[src/rtl/mem_rd_arbiter.sv]
// Round-robin arbiter sharing one 8-bit-address read port among NUM_REQ clients.
// One read in flight at a time; a silent memory is aborted after TIMEOUT cycles.
module mem_rd_arbiter #(
  parameter int WIDTH   = 16,
  parameter int NUM_REQ = 4,
  parameter int TIMEOUT = 64
) (
  input  logic                 clk,
  input  logic                 reset_n,
  input  logic [NUM_REQ-1:0]   rq_read,
  input  logic [NUM_REQ*8-1:0] rq_addr,
  output logic [WIDTH-1:0]     rq_data,
  output logic [NUM_REQ-1:0]   rq_valid,
  output logic                 rq_err,
  output logic [7:0]           mem_addr,
  output logic                 mem_read,
  input  logic [WIDTH-1:0]     mem_data,
  input  logic                 mem_valid,
  output logic                 busy
);

  localparam int IW = (NUM_REQ > 1) ? $clog2(NUM_REQ) : 1;
  localparam int CW = (TIMEOUT > 0) ? $clog2(TIMEOUT + 1) : 1;
  localparam logic [IW-1:0] PTR_RST = IW'(NUM_REQ - 1);
  localparam logic [CW-1:0] TO_LIM  = CW'(TIMEOUT);

  typedef enum logic [1:0] {
    IDLE,
    ISSUE,
    WAIT,
    RESP
  } state_e;

  state_e state_q, state_d;
  logic [IW-1:0] ptr_q, ptr_d;
  logic [IW-1:0] gnt_q, gnt_d;
  logic [CW-1:0] cnt_q, cnt_d;
  logic [7:0] mem_addr_q, mem_addr_d;
  logic mem_read_q, mem_read_d;
  logic [WIDTH-1:0] rq_data_q, rq_data_d;
  logic [NUM_REQ-1:0] rq_valid_q, rq_valid_d;
  logic rq_err_q, rq_err_d;
  logic busy_q, busy_d;

  logic pick_ok;
  logic [IW-1:0] pick;

  // First requester after the last one served, wrapping around.
  always_comb begin
    pick_ok = 1'b0;
    pick = ptr_q;
    for (int i = 1; i <= NUM_REQ; i++) begin
      if (!pick_ok &&
          rq_read[IW'((int'(ptr_q) + i) % NUM_REQ)]) begin
        pick_ok = 1'b1;
        pick = IW'((int'(ptr_q) + i) % NUM_REQ);
      end
    end
  end

  always_comb begin
    state_d = state_q;
    ptr_d = ptr_q;
    gnt_d = gnt_q;
    cnt_d = cnt_q;
    mem_addr_d = mem_addr_q;
    rq_data_d = rq_data_q;
    rq_err_d = 1'b0;
    unique case (state_q)
      IDLE: begin
        if (pick_ok) begin
          state_d = ISSUE;
          gnt_d = pick;
          mem_addr_d = rq_addr[8*int'(pick) +: 8];
        end
      end
      ISSUE: begin
        state_d = WAIT;
        if (mem_valid) begin
          state_d = RESP;
          rq_data_d = mem_data;
        end
      end
      WAIT: begin
        if (mem_valid) begin
          state_d = RESP;
          rq_data_d = mem_data;
        end else begin
          cnt_d = cnt_q + 1'b1;
          if (TIMEOUT != 0 && cnt_d == TO_LIM) begin
            state_d = RESP;
            rq_data_d = '0;
            rq_err_d = 1'b1;
          end
        end
      end
      RESP: begin
        state_d = IDLE;
        ptr_d = gnt_q;
        cnt_d = '0;
      end
      default: state_d = IDLE;
    endcase

    // Outputs are registered, so they follow the next state.
    mem_read_d = (state_d == ISSUE);
    busy_d = (state_d != IDLE);
    rq_valid_d = '0;
    if (state_d == RESP) rq_valid_d[gnt_d] = 1'b1;
  end

  always_ff @(posedge clk or negedge reset_n) begin
    if (!reset_n) begin
      state_q <= IDLE;
      ptr_q <= PTR_RST;
      gnt_q <= '0;
      cnt_q <= '0;
      mem_addr_q <= '0;
      mem_read_q <= 1'b0;
      rq_data_q <= '0;
      rq_valid_q <= '0;
      rq_err_q <= 1'b0;
      busy_q <= 1'b0;
    end else begin
      state_q <= state_d;
      ptr_q <= ptr_d;
      gnt_q <= gnt_d;
      cnt_q <= cnt_d;
      mem_addr_q <= mem_addr_d;
      mem_read_q <= mem_read_d;
      rq_data_q <= rq_data_d;
      rq_valid_q <= rq_valid_d;
      rq_err_q <= rq_err_d;
      busy_q <= busy_d;
    end
  end

  assign mem_addr = mem_addr_q;
  assign mem_read = mem_read_q;
  assign rq_data = rq_data_q;
  assign rq_valid = rq_valid_q;
  assign rq_err = rq_err_q;
  assign busy = busy_q;

endmodule

[config.mk]
export PLATFORM = sky130hd
export DESIGN_NAME = mem_rd_arbiter
export DESIGN_NICKNAME = d
export VERILOG_FILES = /design/src/rtl/mem_rd_arbiter.sv
export SDC_FILE = /design/constraint.sdc
export NUM_CORES = 1
export LEC_CHECK = 0
export ABC_AREA = 1
export CORE_MARGIN = 2
export CORE_UTILIZATION = 35
export CTS_BUF_LIST = sky130_fd_sc_hd__clkbuf_2
export CTS_CLUSTER_SIZE = 20
export DETAILED_ROUTE_END_ITERATION = 12
export PLACE_DENSITY = 0.75
export SLEW_MARGIN = 10
export SYNTH_ARGS = -nofsm -noshare
export SYNTH_HDL_FRONTEND = slang
export SYNTH_SLANG_ARGS = --single-unit
export TNS_END_PERCENT = 50
[constraint.sdc]
create_clock -name clk -period 1.9 [get_ports clk]
set_input_delay 0.285 -clock clk [delete_from_list [all_inputs] [get_ports clk]]
set_output_delay 0.285 -clock clk [all_outputs]
set_load 0.005 [all_outputs]
==> results of run 1 <==
## sequential cells by signal (all words and copies together) (netlist names)
| name | count |
|---|---|
| rq_data | 16 |
| mem_addr | 8 |
| cnt_q | 7 |
| rq_valid | 4 |
| gnt_q | 2 |
| ptr_q | 2 |
| state_q | 2 |
| busy | 1 |
| mem_read | 1 |
| rq_err | 1 |
## through the flow
| step | area, µm² | total power [µW] |
|---|---|---|
| 6_report | 4020 | 6670 |
| 5_1_grt | 4020 | 7280 |
| 4_1_cts | 3750 | 6030 |
| 3_5_place_dp | 3640 | 5330 |
| 3_3_place_gp | 3640 | 5230 |
| 2_1_floorplan | 2560 | 3900 |
## layer usage
layer,routed length (µm),GRT usage
met4,46,0.0434
met1,2970,0.198
met5,0,0
met2,3370,0.271
met3,420,0.0499
## cells in the final DEF, fill, tap and decap left out, drive strengths merged
cell	instances
clkbuf	5
inv	40
buf	37
nand3	41
nand4	5
clkinv	3
a21oi	4
a32o	1
nand3b	2
dfrtp	42
ha	6
nand2	131
or2	6
dlygate4sd3	1
clkdlybuf4s50	84
xor2	3
dfstp	2
o21ai	28
o22ai	2
nor2	14
## cell usage after synthesis, drive strengths merged
cell | count | area (µm²)
o21ai | 28 | 151
ha | 6 | 75.1
a21oi | 4 | 20.0
nand3b | 2 | 27.5
a32o | 1 | 10.0
inv | 40 | 150
clkbuf | 3 | 11.3
buf | 10 | 81.3
dfstp | 2 | 52.6
o22ai | 2 | 12.5
nand4 | 5 | 31.3
dfrtp | 42 | 1050
nand3 | 41 | 215
xor2 | 3 | 26.3
nor2 | 14 | 67.6
nand2 | 130 | 536
or2 | 6 | 37.5
## what timing repair did
| action | in CTS | in global routing |
|---|---|---|
| endpoints found under the setup margin | 12 | 32 |
| hold buffers | 1 | 0 |
| gates resized for setup | 4 | 46 |
| buffers inserted | 2 | 11 |
| hold endpoints to repair | 42 | 0 |
| pin swaps | 2 | 26 |
| gates cloned | 1 | 1 |
## report_power, final
group	total (µW)	internal, µW	leakage, µW	switching, µW
Clock	398	89.2	0.0000327	308
Combinational	4680	2310	0.00139	2360
Sequential	1600	1350	0.000558	251
Total	6670	3750	0.00198	2920
## cells by family after synthesis
family | after synthesis
adder cells (fa/ha/maj) | 6
AO/OA/AOI/OAI | 35
XOR/XNOR | 3
AND/OR/NAND/NOR | 198
buffers and inverters | 53
flip-flops | 44
## critical path: stages (launching register included)
cell	delay [ps]
dfstp_2	650
inv_4	80
nand2_2	70
nand2_2	90
nand2_4	90
nand2_4	70
nor2_4	140
buf_6	110
nand3b_4	100
nand2_8	120
buf_12	110
o21ai_4	60
buf_4	140
buf_4	120
## area by class of cell
type | instances | share of cell area
inverters | 40 | 0.0386
flip-flops and latches | 44 | 0.274
well taps | 99 | 0.0308
repair buffers | 122 | 0.302
clock inverters | 3 | 0.00467
clock buffers | 5 | 0.00622
multi-input cells | 243 | 0.343
## final timing paths
check	slack (ps)	endpoint	cells past startpoint	startpoint
setup / recovery	-120	gnt_q[0]	13	ptr_q[0]
hold / removal	320	rq_data[6]	3	reset_n
setup reg to reg	-120	gnt_q[0]	13	ptr_q[0]
hold reg to reg	520	mem_addr[6]	2	mem_addr[6]
max in group asynchronous	1210	ptr_q[1]	3	reset_n
min in group clk	380	rq_data[11]	3	mem_data[11]
==> metrics.md, run 1 <==
| Metric | Value |
|---|---|
| Status | `finished with violations` |
| Failing checks | `negative setup slack` |
| Synth cell types | `30` |
| DR iter-0 viols | `94` |
| Die height | `around 90 µm` |
| Vias/cell | `~4.5` |
| Clk buf depth | `2` |
| Pwr Density | `around 1700 nW/µm²` |
| WP data arrival | `2350 ps` |
| Hold WS | `roughly 320 ps` |
| Ant. Diodes | `0` |
| Filler cells | `between 600 and 700` |
| Syn Inst Count | `339` |
| Post-DRT Antenna Nets | `0` |
| # H-tree levels | `2` |
| Final Slew Violations | `0` |
| IO Pins | `between 80 and 90` |
| Multi-input gate area | `between 1000 and 1500 µm²` |
| CTS tree | `yes` |
| Skew-Pair Late Insertion Delay | `around 420 ps` |
| Drt drc | `0` |
| Placed cell count | `532` |
| Share of layout cells above drive strength 1 | `0.221` |
| PortBufs | `85` |
| Starting Density | `0.356` |
| Final Cycle Share | `1.06` |
| Synthesized flop and latch total | `44` |
| Per-cell routed wire length | `about 12 µm` |
| Final core occ | `0.560` |
| Storage cell area | `between 1000 and 1500 µm²` |
| Max_slew headroom | `0.776` |
| TritonCTS Buffers | `5` |
| All-layer global routing usage | `0.160` |
| Critical Path Sink Type | `register` |
| Fmax | `495 MHz` |
| Global route overflow | `0` |
| Worst VDD drop | `~0.6 mV` |
| Post-Synth XOR/XNOR Area | `0.0103` |
| Sum of negative setup slack | `-873 ps` |
| Clock Skews | `roughly 22 ps` |
| Setup violations, final | `13` |
| Combinational family with the most area after synthesis | `simple AND/OR/NAND/NOR gates` |
| Post-synthesis simple-gate area fraction | `0.358` |
| Core footprint | `slightly above 7000 µm²` |
| Setup Crit Path Kind | `reg2reg` |
| Maxcap violations | `0` |
| Worst min path class | `in2async` |
| Adder-Cell Fraction of Synth Area | `0.0294` |
| Syn Area/Cell | `about 7.5 µm²` |
| Area grow syn2layout | `57.3%` |
| Nets | `517` |
| Final Hold Viols | `0` |
| Clock Pin Slew Worst Setup and Hold Paths | `230 ps` |
| Rows | `31` |
| P_leak | `slightly below 0.002 µW` |
| CTS root buffer | `clkbuf_2` |
| Post-synthesis compound-gate area fraction | `0.0759` |
| Synthesized cell area | `around 2600 µm²` |
| Routability Congestion | `0.859` |
| Pre-CTS setup slack | `-181 ps` |
| DR vias | `between 2,000 and 3,000` |
| Critical Path RT | `approximately 2200 ps` |
| RSZ-0062 raised after global routing | `true` |
| Initial antenna violation count | `0` |
| Post-DP HPWL | `between 4000 and 5000 µm` |
| Mux share of post-synthesis cell area | `0` |
| Total of warnings raised by yosys | `0` |
| Die area | `~8000 µm²` |
| Register area share after synthesis | `0.432` |
| Number of cells in the finished layout apart from fillers | `between 500 and 600` |
| Clock sink count | `44` |
| Setup ws final | `-121 ps` |
| Final min period | `2020 ps` |
| Largest net degree at the start of global routing | `33` |
| Vias in the first global route | `2,409` |
| Width of the chip | `around 89 µm` |
| Post-Route WL | `~6800 µm` |
| Startpoint class of the critical path | `register` |
| Worst-Margin Slew | `336 ps` |
| DRT Pass-1 Iters | `4` |
| CP Max Fanout | `9` |
| First-pass GRT wire length | `10,200 µm` |
| Syn_nets | `400` |
Power figures use the tool's default switching activity.
==> inputs of run 2 (changes only) <==
Clock period 1.9 ns to 1.8 ns, I/O delays scaled along.
==> metrics.md, run 2 (synthesis gave the netlist of run 1 again) <==
| Metric | Value |
|---|---|
| Status | `finished with violations (unchanged)` |
| Failing checks | `negative setup slack (unchanged)` |
| Per-cell routed wire length | `13.3 µm (was 12.3 µm)` |
| Final Power | `7430 µW (was 6670 µW)` |
| Clk buf depth | `2 (unchanged)` |
| PortBufs | `85 (unchanged)` |
| Power share of the combinational group | `0.686 (was 0.701)` |
| # H-tree levels | `2 (unchanged)` |
| Pre-CTS setup slack | `-262 ps (was -181 ps)` |
| Nets | `517 (unchanged)` |
| Setup Crit Path Kind | `reg2reg (unchanged)` |
| Clock Pin Slew Worst Setup and Hold Paths | `270 ps (was 230 ps)` |
| Setup ws final | `-173 ps (was -121 ps)` |
| Global route overflow | `0 (unchanged)` |
| Critical Path Sink Type | `register (unchanged)` |
| Ant. Diodes | `0 (unchanged)` |
| Final Slew Violations | `0 (unchanged)` |
| Final Cycle Share | `1.10 (was 1.06)` |
| Number of flip-flops in the largest register | `16 (unchanged)` |
| Maxcap violations | `0 (unchanged)` |
| Sequential fraction of design power | `0.234 (was 0.240)` |
| First-pass GRT wire length | `10,800 µm (was 10,200 µm)` |
| FF-to-FF path depth | `12 (was 13)` |
| Vias/cell | `4.73 (was 4.54)` |
| Commonest non-fill, non-tap cells in the layout | `94 x nand2_1, 84 x clkdlybuf4s50_1, 41 x dfrtp_1 (was 106 x nand2_1, 84 x clkdlybuf4s50_1, 42 x dfrtp_1)` |
| Number of cells in the finished layout apart from fillers | `556 (unchanged)` |
| Clock sink count | `44 (unchanged)` |
| Placed cell count | `533 (was 532)` |
| Largest net degree at the start of global routing | `33 (unchanged)` |
| CTS tree | `yes (unchanged)` |
| Post-Route WL | `7390 µm (was 6810 µm)` |
| All-layer global routing usage | `0.170 (was 0.160)` |
| Critical Path RT | `2190 ps (was 2230 ps)` |
| Final Hold Viols | `0 (unchanged)` |
| FF-to-FF setup slack | `-170 ps (was -120 ps)` |
| Switching Fraction | `0.438 (about the same)` |
| P_leak | `0.00199 µW (was 0.00198 µW)` |
| Core footprint | `7180 µm² (unchanged)` |
| Vias in the first global route | `2,562 (was 2,409)` |
| WP data arrival | `2360 ps (was 2350 ps)` |
| Die area | `8000 µm² (unchanged)` |
| Post-DP HPWL | `4900 µm (was 4740 µm)` |
| DR iter-0 viols | `68 (was 94)` |
| CTS root buffer | `clkbuf_2 (unchanged)` |
| IO Pins | `86 (unchanged)` |
| Routability Congestion | `0.863 (was 0.859)` |
| Starting Density | `0.356 (unchanged)` |
| Rows | `31 (unchanged)` |
| Worst min path class | `in2async (unchanged)` |
| Most common cell after layout, fill and taps aside | `nand2_1 (unchanged)` |
| Initial antenna violation count | `0 (unchanged)` |
| Filler cells | `605 (was 603)` |
| Drt drc | `0 (unchanged)` |
| Share of layout cells above drive strength 1 | `0.274 (was 0.221)` |
| Sum of negative setup slack | `-1610 ps (was -873 ps)` |
| Area grow syn2layout | `63.6% (was 57.3%)` |
| Hold WS | `231 ps (was 315 ps)` |
| Pwr Density | `1780 nW/µm² (was 1660 nW/µm²)` |
| TritonCTS Buffers | `5 (unchanged)` |
| DRT Pass-1 Iters | `4 (unchanged)` |
| Skew-Pair Late Insertion Delay | `450 ps (was 420 ps)` |
| Psw | `3260 µW (was 2920 µW)` |
| Final min period | `1970 ps (was 2020 ps)` |
| Clock network power share | `0.080 (was 0.060)` |
| Worst-Margin Slew | `373 ps (was 336 ps)` |
| Die height | `89.5 µm (unchanged)` |
| Startpoint class of the critical path | `register (unchanged)` |
| Fmax | `507 MHz (was 495 MHz)` |
| Post-DRT Antenna Nets | `0 (unchanged)` |
| Max_slew headroom | `0.751 (was 0.776)` |
| Worst VDD drop | `0.638 mV (was 0.602 mV)` |
| Setup violations, final | `14 (was 13)` |
| CP Max Fanout | `9 (unchanged)` |
| Clock Skews | `37.7 ps (was 21.9 ps)` |
| Internal Power | `4170 µW (was 3750 µW)` |
| RSZ-0062 raised after global routing | `true (unchanged)` |
| Width of the chip | `89.5 µm (unchanged)` |
| DR vias | `2,631 (was 2,522)` |
[run 2: cell count changes in the layout (fill, tap and decap cells not counted), sizes merged]
cell	delta
buf	-3
clkbuf	+3
bufinv	+1
clkinv	-3
inv	+1
clkinvlp	+1
[run 2: final timing paths]
check / from / to
worst min register to register: mem_addr[6] / mem_addr[6]
worst max-delay path: ptr_q[0] / mem_addr[5]
worst max register to register: ptr_q[0] / mem_addr[5]
min in group clk: mem_data[2] / rq_data[2]
max in group asynchronous: reset_n / ptr_q[1]
worst min-delay path: reset_n / rq_data[9]
[run 2: routing by layer]
layer / wire, µm / part of all wire / vias up / global-route usage
met5: 0 / 0 / - / 0
met4: 80 / 0.011 / 0 / 0.0448
met3: 454 / 0.061 / 9 / 0.0480
met2: 3790 / 0.51 / 69 / 0.300
met1: 3060 / 0.41 / 1242 / 0.203
li1: - / - / 1311 / -
[run 2: critical path: stages, from the launching register on]
cell	delay [ps]
dfstp_2	630
inv_4	80
nand2_2	60
nand2_2	80
buf_4	130
buf_4	120
a21oi_1	130
o21ai_1	90
nand3_2	110
nand2_4	120
nor2_4	220
nand3_2	110
nand3_2	70
[run 2: cell type report]
class                   instances  area (µm²)  share of cell area
clock buffers                   5        25.0             0.00598
clock inverters                 3        46.3              0.0111
inverters                      40         155              0.0371
multi-input cells             243        1480               0.355
flip-flops and latches         44        1100               0.264
well taps                      99         124              0.0296
repair buffers                122        1240               0.297
[run 2: repair_timing]
| item | 4_1_cts | 5_1_grt |
|---|---|---|
| hold endpoints to repair | 14 | 0 |
| hold buffers | 1 | 0 |
| setup buffers | 3 | 7 |
| resized for setup | 8 | 70 |
| pin swaps | 4 | 22 |
| cloned | 0 | 5 |
| endpoints found under the setup margin | 30 | 35 |
[run 2: through the flow]
step / cell area, µm² / util
after floorplan: 2560 / -
after global placement: 3640 / 0.508
after detailed placement: 3640 / 0.508
after CTS: 3790 / 0.528
after global routing: 4180 / 0.583
final: 4180 / 0.583
[run 2: power groups by stage]
stage / sequential, µW / combinational [µW] / clock, µW
2_1_floorplan: 1680 / 2440 / 0
5_1_grt: 1780 / 5650 / 645
3_3_place_gp: 1680 / 3860 / 0
3_5_place_dp: 1700 / 3950 / 0
6_report: 1740 / 5100 / 592
4_1_cts: 1680 / 4200 / 594
